--- src/rtl/spi_slave_rx_pkg.sv ---
// Shared SPI definitions: FSM encoding and default frame width.
// The master controller imports the same package.
package spi_slave_rx_pkg;

    localparam int SPI_DW = 16;

    typedef enum logic [1:0] {
        ST_IDLE  = 2'd0,
        ST_SHIFT = 2'd1,
        ST_DONE  = 2'd2
    } spi_state_t;

endpackage

--- src/rtl/spi_sync_edge.sv ---
// Multi-stage synchroniser for one asynchronous input.
// Also produces single-cycle rise/fall pulses on the synchronised level.
module spi_sync_edge #(
    parameter int   SYNC_STAGES = 2,
    parameter logic RESET_VAL   = 1'b0
) (
    input  logic clk,
    input  logic reset,
    input  logic din,
    output logic level,
    output logic rise,
    output logic fall
);

    logic [SYNC_STAGES-1:0] chain;
    logic                   level_d;

    always_ff @(posedge clk) begin
        if (!reset) begin
            chain   <= {SYNC_STAGES{RESET_VAL}};
            level_d <= RESET_VAL;
        end else begin
            chain   <= {chain[SYNC_STAGES-2:0], din};
            level_d <= chain[SYNC_STAGES-1];
        end
    end

    assign level = chain[SYNC_STAGES-1];
    assign rise  = level & ~level_d;
    assign fall  = ~level & level_d;

endmodule

--- src/rtl/spi_slave_rx.sv ---
// Mode-0 SPI slave: deserialises DATA_WIDTH-bit frames from an oversampled SCK
// and shifts a preloaded response word out on MISO in the same frame.
//
// state    | meaning
// ST_IDLE  | cs_n high, waiting for a cs_n fall; miso held at 0
// ST_SHIFT | frame in progress, counting sck rises
// ST_DONE  | one cycle: publish rx_data, then reload or go idle
module spi_slave_rx
    import spi_slave_rx_pkg::*;
#(
    parameter int DATA_WIDTH  = SPI_DW,
    parameter int SYNC_STAGES = 2
) (
    input  logic                  clk,
    input  logic                  reset,
    input  logic                  sck,
    input  logic                  cs_n,
    input  logic                  mosi,
    output logic                  miso,
    input  logic [DATA_WIDTH-1:0] tx_data,
    output logic [DATA_WIDTH-1:0] rx_data,
    output logic                  rx_valid,
    output logic                  frame_err,
    output logic                  busy
);

    localparam int              CW       = $clog2(DATA_WIDTH) + 1;
    localparam logic [CW-1:0]   LAST_BIT = CW'(DATA_WIDTH - 1);

    spi_state_t state, state_nxt;

    logic                   sck_lvl_unused, sck_rise, sck_fall;
    logic                   cs_lvl, cs_rise, cs_fall;
    logic [SYNC_STAGES-1:0] mosi_sync;
    logic                   mosi_s;

    logic [CW-1:0]          bit_cnt;
    logic [DATA_WIDTH-1:0]  rx_shift;
    logic [DATA_WIDTH-1:0]  tx_shift;

    logic load_tx, shift_rx, shift_tx, clear_tx, done, abort, abort_err, last_rise;

    spi_sync_edge #(.SYNC_STAGES(SYNC_STAGES), .RESET_VAL(1'b0)) u_sck_sync (
        .clk   (clk),
        .reset (reset),
        .din   (sck),
        .level (sck_lvl_unused),
        .rise  (sck_rise),
        .fall  (sck_fall)
    );

    spi_sync_edge #(.SYNC_STAGES(SYNC_STAGES), .RESET_VAL(1'b1)) u_cs_sync (
        .clk   (clk),
        .reset (reset),
        .din   (cs_n),
        .level (cs_lvl),
        .rise  (cs_rise),
        .fall  (cs_fall)
    );

    // Same depth as the sck path so the sampled bit lines up with sck_rise.
    always_ff @(posedge clk) begin
        if (!reset) mosi_sync <= '0;
        else        mosi_sync <= {mosi_sync[SYNC_STAGES-2:0], mosi};
    end
    assign mosi_s = mosi_sync[SYNC_STAGES-1];

    assign last_rise = sck_rise && (bit_cnt == LAST_BIT);

    always_ff @(posedge clk) begin
        if (!reset) state <= ST_IDLE;
        else        state <= state_nxt;
    end

    always_comb begin
        state_nxt = state;
        case (state)
            ST_IDLE:  if (cs_fall) state_nxt = ST_SHIFT;
            ST_SHIFT: begin
                if (last_rise)    state_nxt = ST_DONE;
                else if (cs_rise) state_nxt = ST_IDLE;
            end
            ST_DONE:  state_nxt = cs_lvl ? ST_IDLE : ST_SHIFT;
            default:  state_nxt = ST_IDLE;
        endcase
    end

    always_comb begin
        busy      = 1'b0;
        load_tx   = 1'b0;
        shift_rx  = 1'b0;
        shift_tx  = 1'b0;
        clear_tx  = 1'b0;
        done      = 1'b0;
        abort     = 1'b0;
        abort_err = 1'b0;
        case (state)
            ST_IDLE:  load_tx = cs_fall;
            ST_SHIFT: begin
                busy     = 1'b1;
                shift_rx = sck_rise;
                // bit_cnt==0 here means the fall belongs to the previous frame's last bit
                shift_tx = sck_fall && (bit_cnt != '0);
                // a final rise wins over a simultaneous cs_n rise
                abort     = cs_rise && !last_rise;
                abort_err = (bit_cnt != '0) || sck_rise;
            end
            ST_DONE: begin
                done     = 1'b1;
                load_tx  = !cs_lvl;
                clear_tx = cs_lvl;
            end
            default: ;
        endcase
    end

    always_ff @(posedge clk) begin
        if (!reset) begin
            bit_cnt   <= '0;
            rx_shift  <= '0;
            tx_shift  <= '0;
            rx_data   <= '0;
            rx_valid  <= 1'b0;
            frame_err <= 1'b0;
        end else begin
            rx_valid  <= 1'b0;
            frame_err <= 1'b0;
            if (shift_rx) begin
                rx_shift <= {rx_shift[DATA_WIDTH-2:0], mosi_s};
                bit_cnt  <= bit_cnt + CW'(1);
            end
            if (done) begin
                rx_data  <= rx_shift;
                rx_valid <= 1'b1;
                bit_cnt  <= '0;
            end
            if (load_tx) begin
                tx_shift <= tx_data;
                bit_cnt  <= '0;
            end else if (shift_tx) begin
                tx_shift <= tx_shift << 1;
            end else if (clear_tx) begin
                tx_shift <= '0;
            end
            if (abort) begin
                bit_cnt   <= '0;
                tx_shift  <= '0;
                frame_err <= abort_err;
            end
        end
    end

    assign miso = tx_shift[DATA_WIDTH-1];

endmodule

--- config.mk ---
export PLATFORM = sky130hd
export DESIGN_NAME = spi_slave_rx
export DESIGN_NICKNAME = d
export VERILOG_FILES = /design/src/rtl/spi_slave_rx_pkg.sv /design/src/rtl/spi_sync_edge.sv /design/src/rtl/spi_slave_rx.sv
export SDC_FILE = /design/constraint.sdc
export NUM_CORES = 1
export LEC_CHECK = 0
export BUFFER_PORTS_ARGS = -buffer_cell sky130_fd_sc_hd__buf_2
export CAP_MARGIN = 5
export CORE_MARGIN = 4
export CORE_UTILIZATION = 55
export DETAILED_ROUTE_END_ITERATION = 12
export PLACE_DENSITY = 0.76
export SLEW_MARGIN = 40
export SYNTH_ARGS = -nofsm -noshare
export SYNTH_HDL_FRONTEND = slang
export SYNTH_HIERARCHICAL = 1
export SYNTH_SLANG_ARGS = --single-unit
--- constraint.sdc ---
create_clock -name clk -period 2.4 [get_ports clk]
set_clock_uncertainty 0.15 [all_clocks]
set_input_delay 0.24 -clock clk [delete_from_list [all_inputs] [get_ports clk]]
set_output_delay 0.24 -clock clk [all_outputs]
set_load 0.01 [all_outputs]
==> summary.json <==
{
  "netlist_top_cells_area": "sky130_fd_sc_hd__dfxtp_1 (52%), sky130_fd_sc_hd__nand2_1 (10%), sky130_fd_sc_hd__a21boi_0 (8.4%), sky130_fd_sc_hd__o2bb2ai_1 (5.3%), sky130_fd_sc_hd__a22oi_1 (4.5%)",
  "die_area_um2": 5670,
  "detailroute.via_count": 1902,
  "nFillCells": 369,
  "gpl.final_weighted_congestion": 0.770,
  "drt-total-wl_um": 4590,
  "die_w_um": 75.3,
  "fin_setup_tns_ps": 0,
  "post_synth_inst_count": 266,
  "syn-cell-area_um2": 2490,
  "finalNetCount": 336,
  "route.antenna.remaining_nets": 0,
  "timing.critical_path.to_type": "flop",
  "crit_buf_inv": 1,
  "number_of_global_route_vias_before_repair": 1709,
  "finalWorstPathRequiredPeriod_ps": 2030,
  "setup_viol_count_final": 0,
  "synth_top_cells_by_count": "sky130_fd_sc_hd__nand2_1 (69), sky130_fd_sc_hd__dfxtp_1 (65), sky130_fd_sc_hd__a21boi_0 (28), sky130_fd_sc_hd__a22oi_1 (15), sky130_fd_sc_hd__o2bb2ai_1 (15)",
  "cts_max_level": 3,
  "area_growth_pct": 19.1,
  "port_buffers": 40,
  "cp_common_cell": "sky130_fd_sc_hd__ha_1",
  "core_area_um2": 4350,
  "critical-path-max-stage-delay_ps": 340,
  "route.detailed.wl_per_inst_um": 12.4,
  "clkSlewWorstSetupHoldPaths_ps": 70,
  "floorplan.die.height_um": 75.3,
  "number_of_synthesized_flops_with_an_enable_pin": 0,
  "critPathTopFamily": "compound AO/OA/AOI/OAI gates",
  "overall_overflow_remaining_after_global_route": 0,
  "place_hpwl_um": 2950,
  "largest_net_degree_at_the_start_of_global_routing": 45,
  "grtUsageTotal_pct": 17.8,
  "rows": 24,
  "tritoncts.num_buffers": 9,
  "timing.final.max_slew_violations": 0,
  "synth_area_leader_cell": "sky130_fd_sc_hd__dfxtp_1",
  "drv_cap": 0,
  "timing_hold_violations_final": 0,
  "synth_flop_cell": "sky130_fd_sc_hd__dfxtp_1",
  "diodes_inserted": 0,
  "timing.slew.headroom_pct": 57.7,
  "worst_pin_slew_ps": 635,
  "startpoint_type": "flop",
  "clockBufferDepth": 2,
  "clk-insertion-delay-late_ps": 330,
  "starting_utilization_of_the_core_area_pct": 57.2,
  "floorplan.io_pins": 41,
  "post_synth.cell_area_avg_um2": 9.36,
  "post_layout_nonfiller_instances": 369,
  "yosysMostFrequentCell": "sky130_fd_sc_hd__nand2_1",
  "drcViolationCount": 0,
  "synth.net_count": 290,
  "worst_ir_drop_vdd_mv": 0.579,
  "viasPerCell": 5.15,
  "power-per-cell-area_nw_per_um2": 699,
  "unrepaired_setup_endpoints_after_global_routing": "false",
  "netlist.area_leader.share_pct": 52.3,
  "critPathRequiredTime_ps": 2470,
  "outcome": "finished clean",
  "asyncSetResetFlopFracSynth_pct": 0,
  "max_freq_mhz": 492,
  "chain_of_cells_forming_the_critical_path": "ha_1, and3_1, ha_1, and2_1, o31ai_2, nor3_4, buf_4, o2bb2ai_1",
  "post-route-period-util_pct": 84.8,
  "clock_sink_count": 65,
  "worst-path-max-fanout": 8,
  "hold_start": "tx_data[15]",
  "ys_seq_elements": 65,
  "critical_path.slowest_cell": "sky130_fd_sc_hd__dfxtp_1",
  "reg2reg_from": "bit_cnt[0]",
  "cts_tree": "built",
  "yosysSeqAreaShare_pct": 52.3,
  "post_route_cells_drive_above_1_share_pct": 21.5,
  "worstPathArrival_ps": 2110,
  "setup.worst_path.start": "bit_cnt[0]",
  "post-place-cells": 349,
  "timing.setup.critical_path_class": "flop to flop",
  "antenna_found_initial": 0,
  "synth.distinct_cells": 31,
  "drt-initial-drc-count": 149,
  "power.leakage_nw": 1.15,
  "holdCritPathClass": "input port to flop",
  "post_cts_resized": 0,
  "grt_first_pass_wirelength_um": 7530,
  "pre_repair_dr_iteration_count": 4,
  "synth.yosys.warnings": 6,
  "cts_root_buf": "sky130_fd_sc_hd__clkbuf_8"
}
==> repair_timing <==
item / in CTS / in global routing
endpoints found under the hold margin: 4 / 0
setup buffers: 0 / 0
hold buffers: 4 / 0
==> cells by family (layout without fill, tap and decap cells) <==
| kind of cell | Yosys count | in the layout | share of synthesized area, % |
|---|---|---|---|
| AOI/OAI and AO/OA | 69 | 69 | 21.6 |
| xor gates and xnor gates | 3 | 3 | 1.06 |
| adders and majority gates | 3 | 3 | 1.51 |
| buffers and inverters | 21 | 72 | 3.77 |
| DFF | 65 | 65 | 52.3 |
| and+or+nand+nor | 105 | 105 | 19.8 |
==> report_power, final <==
group	total (mW)	internal, mW	leakage [nW]	switching, mW
logic	0.0923	0.0477	0.520	0.0446
registers	1.10	1.09	0.526	0.00823
clock network	0.876	0.485	0.102	0.391
total	2.07	1.63	1.15	0.444
==> tightest hold or removal path: cells and delay by family <==
kind / cells / cell delay, ps
AO/OA/AOI/OAI: 2 / 190
buffers and inverters: 1 / 70
==> cell usage in the layout (no fill, tap or decap), types with 3 or more instances in the layout <==
| master | n |
|---|---|
| sky130_fd_sc_hd__nand2_1 | 69 |
| sky130_fd_sc_hd__dfxtp_1 | 65 |
| sky130_fd_sc_hd__buf_2 | 40 |
| sky130_fd_sc_hd__a21boi_0 | 28 |
| sky130_fd_sc_hd__a22oi_1 | 15 |
| sky130_fd_sc_hd__o2bb2ai_1 | 15 |
| sky130_fd_sc_hd__clkbuf_8 | 13 |
| sky130_fd_sc_hd__nand2b_1 | 7 |
| sky130_fd_sc_hd__and2_1 | 7 |
| sky130_fd_sc_hd__buf_4 | 7 |
| sky130_fd_sc_hd__nor2_1 | 6 |
| sky130_fd_sc_hd__nor2b_1 | 5 |
| sky130_fd_sc_hd__inv_1 | 4 |
| sky130_fd_sc_hd__a21boi_1 | 4 |
| sky130_fd_sc_hd__dlygate4sd3_1 | 4 |
| sky130_fd_sc_hd__a21oi_1 | 3 |
| sky130_fd_sc_hd__ha_1 | 3 |
==> flip-flops by register name, summed over array words and instances, names as in the netlist, 2 cells and up <==
| register | cells |
|---|---|
| tx_shift | 16 |
| u_sck_sync/chain | 2 |
| state | 2 |
| u_cs_sync/chain | 2 |
| rx_shift | 16 |
| bit_cnt | 5 |
| rx_data | 16 |
| mosi_sync | 2 |
==> area by class of cell <==
type / instances / area, um2 / share of cell area, %
inverters: 5 / 18.8 / 0.633
well taps: 52 / 65.1 / 2.19
clock buffers: 14 / 183 / 6.16
clock inverters: 2 / 10.0 / 0.338
flip-flops and latches: 65 / 1300 / 43.9
repair buffers: 51 / 293 / 9.87
multi-input cells: 180 / 1090 / 36.9
==> per-layer routing <==
layer / wire length [um] / vias up / GRT usage (%)
li1: - / 998 / -
met5: 0 / - / 0
met4: 68 / 0 / 9.90
met3: 272 / 7 / 5.61
met2: 1990 / 39 / 26.0
met1: 2260 / 858 / 23.3
==> stage by stage <==
step	hold WS [ps]	cell area (um2)	power, mW	setup slack [ps]	utilization [%]
5_1_grt	51.1	2970	2.15	212	68.1
4_1_cts	41.3	2970	2.09	355	68.1
6_report	52.3	2970	2.07	366	68.1
2_1_floorplan	163	2490	1.18	220	-
3_3_place_gp	244	2730	1.21	414	62.8
3_5_place_dp	249	2730	1.22	365	62.8
==> path summary, 6_finish.rpt <==
kind	slack, ps	endpoint	cells past startpoint
setup reg to reg	370	tx_shift[3]	8
hold reg to reg	260	u_cs_sync/chain[1]	1
setup / recovery	370	tx_shift[3]	8
hold / removal	50	tx_shift[15]	3
(Power assumes the default switching activity.)
